## config.mk

```make
export PLATFORM = sky130hd
export DESIGN_NAME = ped_request_gen_flat
export DESIGN_NICKNAME = d
export VERILOG_FILES = /design/src/rtl/ped_pkg.sv /design/src/rtl/ped_request_gen_if.sv /design/src/rtl/ped_debounce.sv /design/src/rtl/ped_request_gen.sv /design/src/flat_wrapper.sv
export SDC_FILE = /design/constraint.sdc
export NUM_CORES = 1
export LEC_CHECK = 0
export BUFFER_PORTS_ARGS = -buffer_cell sky130_fd_sc_hd__buf_2
export CAP_MARGIN = 20
export CORE_ASPECT_RATIO = 0.6
export CORE_MARGIN = 2
export CORE_UTILIZATION = 35
export CTS_CLUSTER_DIAMETER = 60
export DETAILED_ROUTE_END_ITERATION = 8
export PLACE_DENSITY = 0.6
export SYNTH_ARGS = -nofsm -noshare
export SYNTH_HDL_FRONTEND = slang
export SYNTH_HIERARCHICAL = 1
export SYNTH_SLANG_ARGS = --single-unit
export TNS_END_PERCENT = 1
```

## constraint.sdc

```tcl
create_clock -name clk -period 4.6 [get_ports clk]
set_input_delay 0 -clock clk [delete_from_list [all_inputs] [get_ports clk]]
set_output_delay 0 -clock clk [all_outputs]
set_load 0.05 [all_outputs]
```

## src/rtl/ped_pkg.sv

```systemverilog
// ---------------------------------------------------------------------------
// ped_pkg
// Shared definitions for the pedestrian request generator: controller light
// codes, the request FSM state type and the width of the small counters.
// No ports; imported by ped_request_gen_if, ped_debounce and ped_request_gen.
// ---------------------------------------------------------------------------
package ped_pkg;

   localparam int CNT_W = 4;

   localparam logic [2:0] GREEN     = 3'b111;
   localparam logic [2:0] WAITING_R = 3'b010;
   localparam logic [2:0] RED       = 3'b000;

   typedef enum logic [2:0] {
      IDLE,
      DEBOUNCE,
      REQUEST,
      SERVED,
      LOCKOUT
   } ped_state_e;

endpackage

```

## src/rtl/ped_request_gen_if.sv

```systemverilog
// ---------------------------------------------------------------------------
// ped_request_gen_if
// Groups the controller-facing signals of the pedestrian request generator.
//   lights      : controller light code (GREEN / WAITING_R / RED)
//   request     : request to the controller, held until granted
//   pending     : accepted press not yet served
//   lockout     : presses currently ignored
//   press_count : accepted presses modulo 16
// Modports: master = request generator side, slave = controller side.
// ---------------------------------------------------------------------------
interface ped_request_gen_if;
   import ped_pkg::*;

   logic [2:0]       lights;
   logic             request;
   logic             pending;
   logic             lockout;
   logic [CNT_W-1:0] press_count;

   modport master (
      input  lights,
      output request,
      output pending,
      output lockout,
      output press_count
   );

   modport slave (
      output lights,
      input  request,
      input  pending,
      input  lockout,
      input  press_count
   );

endinterface

```

## src/rtl/ped_debounce.sv

```systemverilog
// ---------------------------------------------------------------------------
// ped_debounce
// Two-flop synchronizer, debounce counter and re-arm flag for the crosswalk
// button. The three outputs are single-cycle pulses built only from
// registered state, so they add no input-to-output combinational path.
//   clk, reset_n      : clock, synchronous active-low reset
//   button_raw_i      : asynchronous bouncy button
//   hold_off_i        : high while the request FSM ignores the button
//   press_start_o     : a qualifying press began (counter loaded with 1)
//   press_abort_o     : the press dropped before being accepted
//   press_accepted_o  : the press was held long enough and is accepted
// ---------------------------------------------------------------------------
module ped_debounce
   import ped_pkg::*;
#(
   parameter int DEBOUNCE_CYCLES = 4
) (
   input  logic clk,
   input  logic reset_n,
   input  logic button_raw_i,
   input  logic hold_off_i,
   output logic press_start_o,
   output logic press_abort_o,
   output logic press_accepted_o
);

   localparam logic [CNT_W-1:0] DB_LAST = CNT_W'(DEBOUNCE_CYCLES);

   logic             btnMeta_q, btnSync_q;
   logic             armed_q, armed_d;
   logic [CNT_W-1:0] cnt_q, cnt_d;
   logic             cntIdle;

   // A zero counter means no press is being timed (the FSM is in IDLE).
   assign cntIdle          = (cnt_q == '0);
   assign press_start_o    = !hold_off_i && cntIdle && btnSync_q && armed_q;
   assign press_abort_o    = !hold_off_i && !cntIdle && !btnSync_q;
   assign press_accepted_o = !hold_off_i && !cntIdle && btnSync_q && (cnt_q == DB_LAST);

   // The armed flag only re-arms on a low sample while idle, so a button held
   // through a whole crossing cannot raise a second request.
   always_comb begin
      cnt_d   = cnt_q;
      armed_d = armed_q;
      if (hold_off_i) begin
         cnt_d = '0;
      end else if (press_start_o) begin
         cnt_d = CNT_W'(1);
      end else if (press_abort_o || press_accepted_o) begin
         cnt_d = '0;
      end else if (!cntIdle) begin
         cnt_d = cnt_q + CNT_W'(1);
      end
      if (press_accepted_o) begin
         armed_d = 1'b0;
      end else if (!hold_off_i && cntIdle && !btnSync_q) begin
         armed_d = 1'b1;
      end
   end

   // Synchronizer and debounce state.
   always_ff @(posedge clk) begin
      if (!reset_n) begin
         btnMeta_q <= 1'b0;
         btnSync_q <= 1'b0;
         cnt_q     <= '0;
         armed_q   <= 1'b1;
      end else begin
         btnMeta_q <= button_raw_i;
         btnSync_q <= btnMeta_q;
         cnt_q     <= cnt_d;
         armed_q   <= armed_d;
      end
   end

endmodule

```

## src/rtl/ped_request_gen.sv

```systemverilog
// ---------------------------------------------------------------------------
// ped_request_gen
// Pedestrian request generator: debounced button press -> held request until
// the controller shows GREEN, then a lockout once the crossing ends.
//   clk         : clock, rising edge
//   reset_n     : synchronous active-low reset
//   button_raw  : asynchronous bouncy crosswalk button
//   ctrl        : ped_request_gen_if.master (lights in; request, pending,
//                 lockout, press_count out; all outputs registered)
// Parameters: DEBOUNCE_CYCLES (1..15), LOCKOUT_CYCLES (1..15).
// Configuration macro: PED_PRESS_COUNT_EN builds the press counter; when
// undefined press_count is tied to zero.
// ---------------------------------------------------------------------------
module ped_request_gen
   import ped_pkg::*;
#(
   parameter int DEBOUNCE_CYCLES = 4,
   parameter int LOCKOUT_CYCLES  = 7
) (
   input  logic              clk,
   input  logic              reset_n,
   input  logic              button_raw,
   ped_request_gen_if.master ctrl
);

   localparam logic [CNT_W-1:0] LOCK_LOAD = CNT_W'(LOCKOUT_CYCLES);

   ped_state_e       state_q, state_d;
   logic [CNT_W-1:0] lockCnt_q, lockCnt_d;
   logic             absorbed_q, absorbed_d;
   logic             request_q, request_d;
   logic             pending_q, pending_d;
   logic             lockout_q, lockout_d;
   logic             pressStart, pressAbort, pressAccepted;
   logic             holdOff, lightsGreen;

   // Any code other than GREEN, including illegal ones, counts as not green.
   assign lightsGreen = (ctrl.lights == GREEN);
   assign holdOff     = (state_q == REQUEST) || (state_q == SERVED) || (state_q == LOCKOUT);

   ped_debounce #(
      .DEBOUNCE_CYCLES (DEBOUNCE_CYCLES)
   ) u_debounce (
      .clk              (clk),
      .reset_n          (reset_n),
      .button_raw_i     (button_raw),
      .hold_off_i       (holdOff),
      .press_start_o    (pressStart),
      .press_abort_o    (pressAbort),
      .press_accepted_o (pressAccepted)
   );

   // Next state and next outputs. absorbed marks a press accepted while the
   // lights were already GREEN; it keeps pending high through SERVED.
   always_comb begin
      state_d    = state_q;
      lockCnt_d  = lockCnt_q;
      absorbed_d = absorbed_q;
      case (state_q)
         IDLE: begin
            if (pressStart) state_d = DEBOUNCE;
         end
         DEBOUNCE: begin
            if (pressAbort) begin
               state_d = IDLE;
            end else if (pressAccepted) begin
               if (lightsGreen) begin
                  state_d    = SERVED;
                  absorbed_d = 1'b1;
               end else begin
                  state_d = REQUEST;
               end
            end
         end
         REQUEST: begin
            absorbed_d = 1'b0;
            if (lightsGreen) state_d = SERVED;
         end
         SERVED: begin
            if (!lightsGreen) begin
               state_d    = LOCKOUT;
               lockCnt_d  = LOCK_LOAD;
               absorbed_d = 1'b0;
            end
         end
         LOCKOUT: begin
            if (lockCnt_q <= CNT_W'(1)) begin
               state_d   = IDLE;
               lockCnt_d = '0;
            end else begin
               lockCnt_d = lockCnt_q - CNT_W'(1);
            end
         end
         default: begin
            state_d = IDLE;
         end
      endcase
      request_d = (state_d == REQUEST);
      pending_d = request_d || ((state_d == SERVED) && absorbed_d);
      lockout_d = (state_d == LOCKOUT);
   end

   // FSM state, lockout counter and registered outputs.
   always_ff @(posedge clk) begin
      if (!reset_n) begin
         state_q    <= IDLE;
         lockCnt_q  <= '0;
         absorbed_q <= 1'b0;
         request_q  <= 1'b0;
         pending_q  <= 1'b0;
         lockout_q  <= 1'b0;
      end else begin
         state_q    <= state_d;
         lockCnt_q  <= lockCnt_d;
         absorbed_q <= absorbed_d;
         request_q  <= request_d;
         pending_q  <= pending_d;
         lockout_q  <= lockout_d;
      end
   end

   assign ctrl.request = request_q;
   assign ctrl.pending = pending_q;
   assign ctrl.lockout = lockout_q;

`ifdef PED_PRESS_COUNT_EN
   logic [CNT_W-1:0] pressCnt_q, pressCnt_d;

   // One increment per accepted press, whether it became a request or was
   // absorbed by an already-green light; wraps silently.
   always_comb begin
      pressCnt_d = pressCnt_q;
      if ((state_q == DEBOUNCE) && pressAccepted) pressCnt_d = pressCnt_q + CNT_W'(1);
   end

   // Press counter register.
   always_ff @(posedge clk) begin
      if (!reset_n) begin
         pressCnt_q <= '0;
      end else begin
         pressCnt_q <= pressCnt_d;
      end
   end

   assign ctrl.press_count = pressCnt_q;
`else
   assign ctrl.press_count = '0;
`endif

endmodule

```

## src/flat_wrapper.sv

```systemverilog
// flat-port wrapper written by rule: the top's interface ports become plain ports
module ped_request_gen_flat import ped_pkg::*;
#(
   parameter int DEBOUNCE_CYCLES = 4,
   parameter int LOCKOUT_CYCLES  = 7
)
  (clk, reset_n, button_raw, ctrl_lights, ctrl_request, ctrl_pending, ctrl_lockout, ctrl_press_count);
  ped_request_gen_if ctrl_i ();
  input  logic clk;
  input  logic reset_n;
  input  logic button_raw;
  input wire logic [$bits(ctrl_i.lights)-1:0] ctrl_lights;
  output wire logic [$bits(ctrl_i.request)-1:0] ctrl_request;
  output wire logic [$bits(ctrl_i.pending)-1:0] ctrl_pending;
  output wire logic [$bits(ctrl_i.lockout)-1:0] ctrl_lockout;
  output wire logic [$bits(ctrl_i.press_count)-1:0] ctrl_press_count;
  assign ctrl_i.lights = ctrl_lights;
  assign ctrl_request = ctrl_i.request;
  assign ctrl_pending = ctrl_i.pending;
  assign ctrl_lockout = ctrl_i.lockout;
  assign ctrl_press_count = ctrl_i.press_count;
  ped_request_gen #(.DEBOUNCE_CYCLES(DEBOUNCE_CYCLES), .LOCKOUT_CYCLES(LOCKOUT_CYCLES)) u_core (.clk(clk), .reset_n(reset_n), .button_raw(button_raw), .ctrl(ctrl_i));
endmodule
```

==> qor.yml <==
pwr:
  p_per_area_nw_per_um2: 300.1
  ir_worst_vdd_v: 0.0001884
  power_leakage_nw: 0.4101
  power_mw: 0.3176
clock_tree:
  root_buffer: "clkbuf_8"
  clkTransAtPathRegs_ns: 0.07
  cts_tree: "done"
  cts_sinks: 18
  numCtsBuffers: 3
  cts.htree.levels: 1
  clockBufferDepth: 2
  cts_hold_buf: 2
  cts_resized: 0
  clock_latency_ns: 0.26
  post_cts_buffers: 0
worst_setup_path:
  cp.required_ns: 4.75
  reg2reg_slack_ns: 2.51
  cp_max_fo: 6
  crit_path_end_kind: "flop"
  crit_type: "flop to flop"
  worstPathArrival_ns: 2.24
  cp-start-kind: "flop"
cells_and_area:
  finalNetCount: 125
  fin_cells: 146
  final_area_sq_um: 1059
  final_common_cell: "dfxtp_1"
  nFillCells: 256
  layout_common_cells: "18 x dfxtp_1, 8 x buf_2, 8 x inv_1, 8 x a21oi_1, 7 x nor2_1"
  n_antenna_cell: 0
  area_growth_pct: 14.17
  drive_gt1_frac: 0.1930
run:
  drv_cap: 0
routing:
  via_count: 722
  drc: 0
  wl_per_cell_um: 11.60
  dr.pass1.iters: 4
  wirelength_um: 1694
  viasPerCell: 4.945
  drtIter0Drc: 18
  antenna_left: 0
sta:
  min_period_over_period: 0.4547
  setup_viol: 0
  setup-tns-final_ns: 0
  rsz0062_at_grt: "no"
  slew_violations: 0
  max_clock_freq_mhz: 478.1
  fin_crit_ns: 2.092
  worst_clock_skew_ns: 0.003037
  final_hold_viol_count: 0
synthesis:
  syn_inst: 102
  yosys_register_bits: 18
  syn_area_sq_um: 927.1
  ys_warn_count: 6
  synth_cell_types: 38
  avgSynthCellArea_sq_um: 9.090
  yosysSeqAreaShare: 0.3887
min_path:
  hp-class: "input pin to flop"
global_route:
  grt_pass1_wl_um: 3091
  grt_pass1_vias: 669
  grt_max_degree: 11
  grt_usage: 0.1282
  antenna_found_initial: 0
  overflow: 0
floorplanning:
  die_area_sq_um: 3090
  rows: 14
  core_sq_um: 2505
  die_w_um: 70.45
  io_pins: 13
  die_h_um: 43.87
  floorplan.initialDensity: 0.3701
place:
  port_buffers: 8
  dp_hpwl_um: 1319
  dp_cells: 140
  place_area_sq_um: 983.4
  gp_congestion: 0.8171
status:
  status: "finished, final reports clean"
## cells by family after synthesis
| family | Yosys count | synth area share |
|---|---|---|
| AND/OR/NAND/NOR | 39 | 0.2767 |
| AO/OA/AOI/OAI | 21 | 0.1566 |
| multiplexers | 2 | 0.02294 |
| other | 1 | 0.004045 |
| adder cells (fa/ha/maj) | 4 | 0.05398 |
| flip-flops | 18 | 0.3887 |
| XOR/XNOR | 2 | 0.01890 |
| buffers and inverters | 15 | 0.07827 |
## per-stage QoR
stage               setup slack [ns]  hold WS, ns    util
detailed placement             2.530       0.2088  0.3926
CTS                            2.510       0.1602  0.4226
finish                         2.508       0.1539  0.4226
global placement               2.591       0.2092  0.3926
floorplan                      2.742      0.07623       -
global route                   2.302       0.1970  0.4226
## worst paths after layout
kind / startpoint / endpoint / depth (start not counted)
setup / recovery: u_core/state_q[0] / u_core/ctrl.pending / 10
hold / removal: ctrl_lights[0] / u_core/state_q[1] / 4
setup reg to reg: u_core/state_q[0] / u_core/ctrl.pending / 10
hold reg to reg: u_core/u_debounce/btnMeta_q / u_core/u_debounce/btnSync_q / 1
## state kept, by name (all words and copies together) (netlist names)
| name | flops |
|---|---|
| u_core/u_debounce/cnt_q | 4 |
| u_core/absorbed_q | 1 |
| u_core/u_debounce/btnMeta_q | 1 |
| u_core/lockCnt_q | 4 |
| u_core/u_debounce/btnSync_q | 1 |
| u_core/u_debounce/armed_q | 1 |
| u_core/ctrl.lockout | 1 |
| u_core/ctrl.pending | 1 |
| u_core/ctrl.request | 1 |
| u_core/state_q | 3 |
## worst max-delay path: stages (launching register included)
cell	delay, ns
dfxtp_1	0.45
inv_1	0.10
nand3_1	0.10
nand2_1	0.10
nand4bb_2	0.28
nand3b_2	0.25
inv_2	0.09
nand2b_1	0.07
a21oi_1	0.15
o221ai_1	0.17
o21a_1	0.21
## report_power, final
part	leakage [nW]	internal, mW	switching, mW
combinational	0.236	0.00830	0.0176
clock	0.0288	0.0762	0.0551
sequential	0.146	0.158	0.00263
total	0.410	0.242	0.0754
## routing by layer
metal  global-route usage  up-vias  wire length [um]
met1               0.1785      329               944
met5                    0        -                 0
met4              0.03462        0                16
met3              0.04186        2                73
met2               0.1925       17               660
li1                     -      374                 -
## cell usage after synthesis
cell type / number / area [sq um]
dfxtp_1: 18 / 360.4
a21oi_1: 8 / 40.04
inv_1: 8 / 30.03
nor2_1: 7 / 26.28
nand2_1: 5 / 18.77
buf_4: 4 / 30.03
ha_1: 4 / 50.05
nand2b_1: 4 / 25.02
nand3_1: 4 / 20.02
or3_1: 4 / 25.02
and2_1: 3 / 18.77
a31oi_1: 2 / 12.51
inv_2: 2 / 7.510
nor3_1: 2 / 10.01
nor4_2: 2 / 25.02
o21ai_0: 2 / 10.01
xor2_1: 2 / 17.52
a211oi_2: 1 / 12.51
a21boi_0: 1 / 7.510
a21o_1: 1 / 7.510
a22oi_1: 1 / 7.510
and3_1: 1 / 6.260
buf_2: 1 / 5.000
conb_1: 1 / 3.750
mux2_1: 1 / 11.26
mux2i_1: 1 / 10.01
nand3b_2: 1 / 11.26
nand4b_1: 1 / 8.760
nand4bb_2: 1 / 16.27
nor2b_1: 1 / 6.260
nor3b_1: 1 / 7.510
nor3b_2: 1 / 12.51
nor3b_4: 1 / 18.77
o211ai_1: 1 / 7.510
o21a_1: 1 / 7.510
o221a_1: 1 / 11.26
o221ai_1: 1 / 8.760
o31ai_2: 1 / 12.51
## layout make-up
cell class,count,area [sq um],area share
clock buffers,4,55.05,0.05201
flip-flops and latches,18,360.3,0.3404
multi-input cells,72,505.5,0.4775
inverters,10,37.54,0.03546
repair buffers,10,60.06,0.05674
well taps,32,40.04,0.03782
Power figures use the tool's default switching activity.
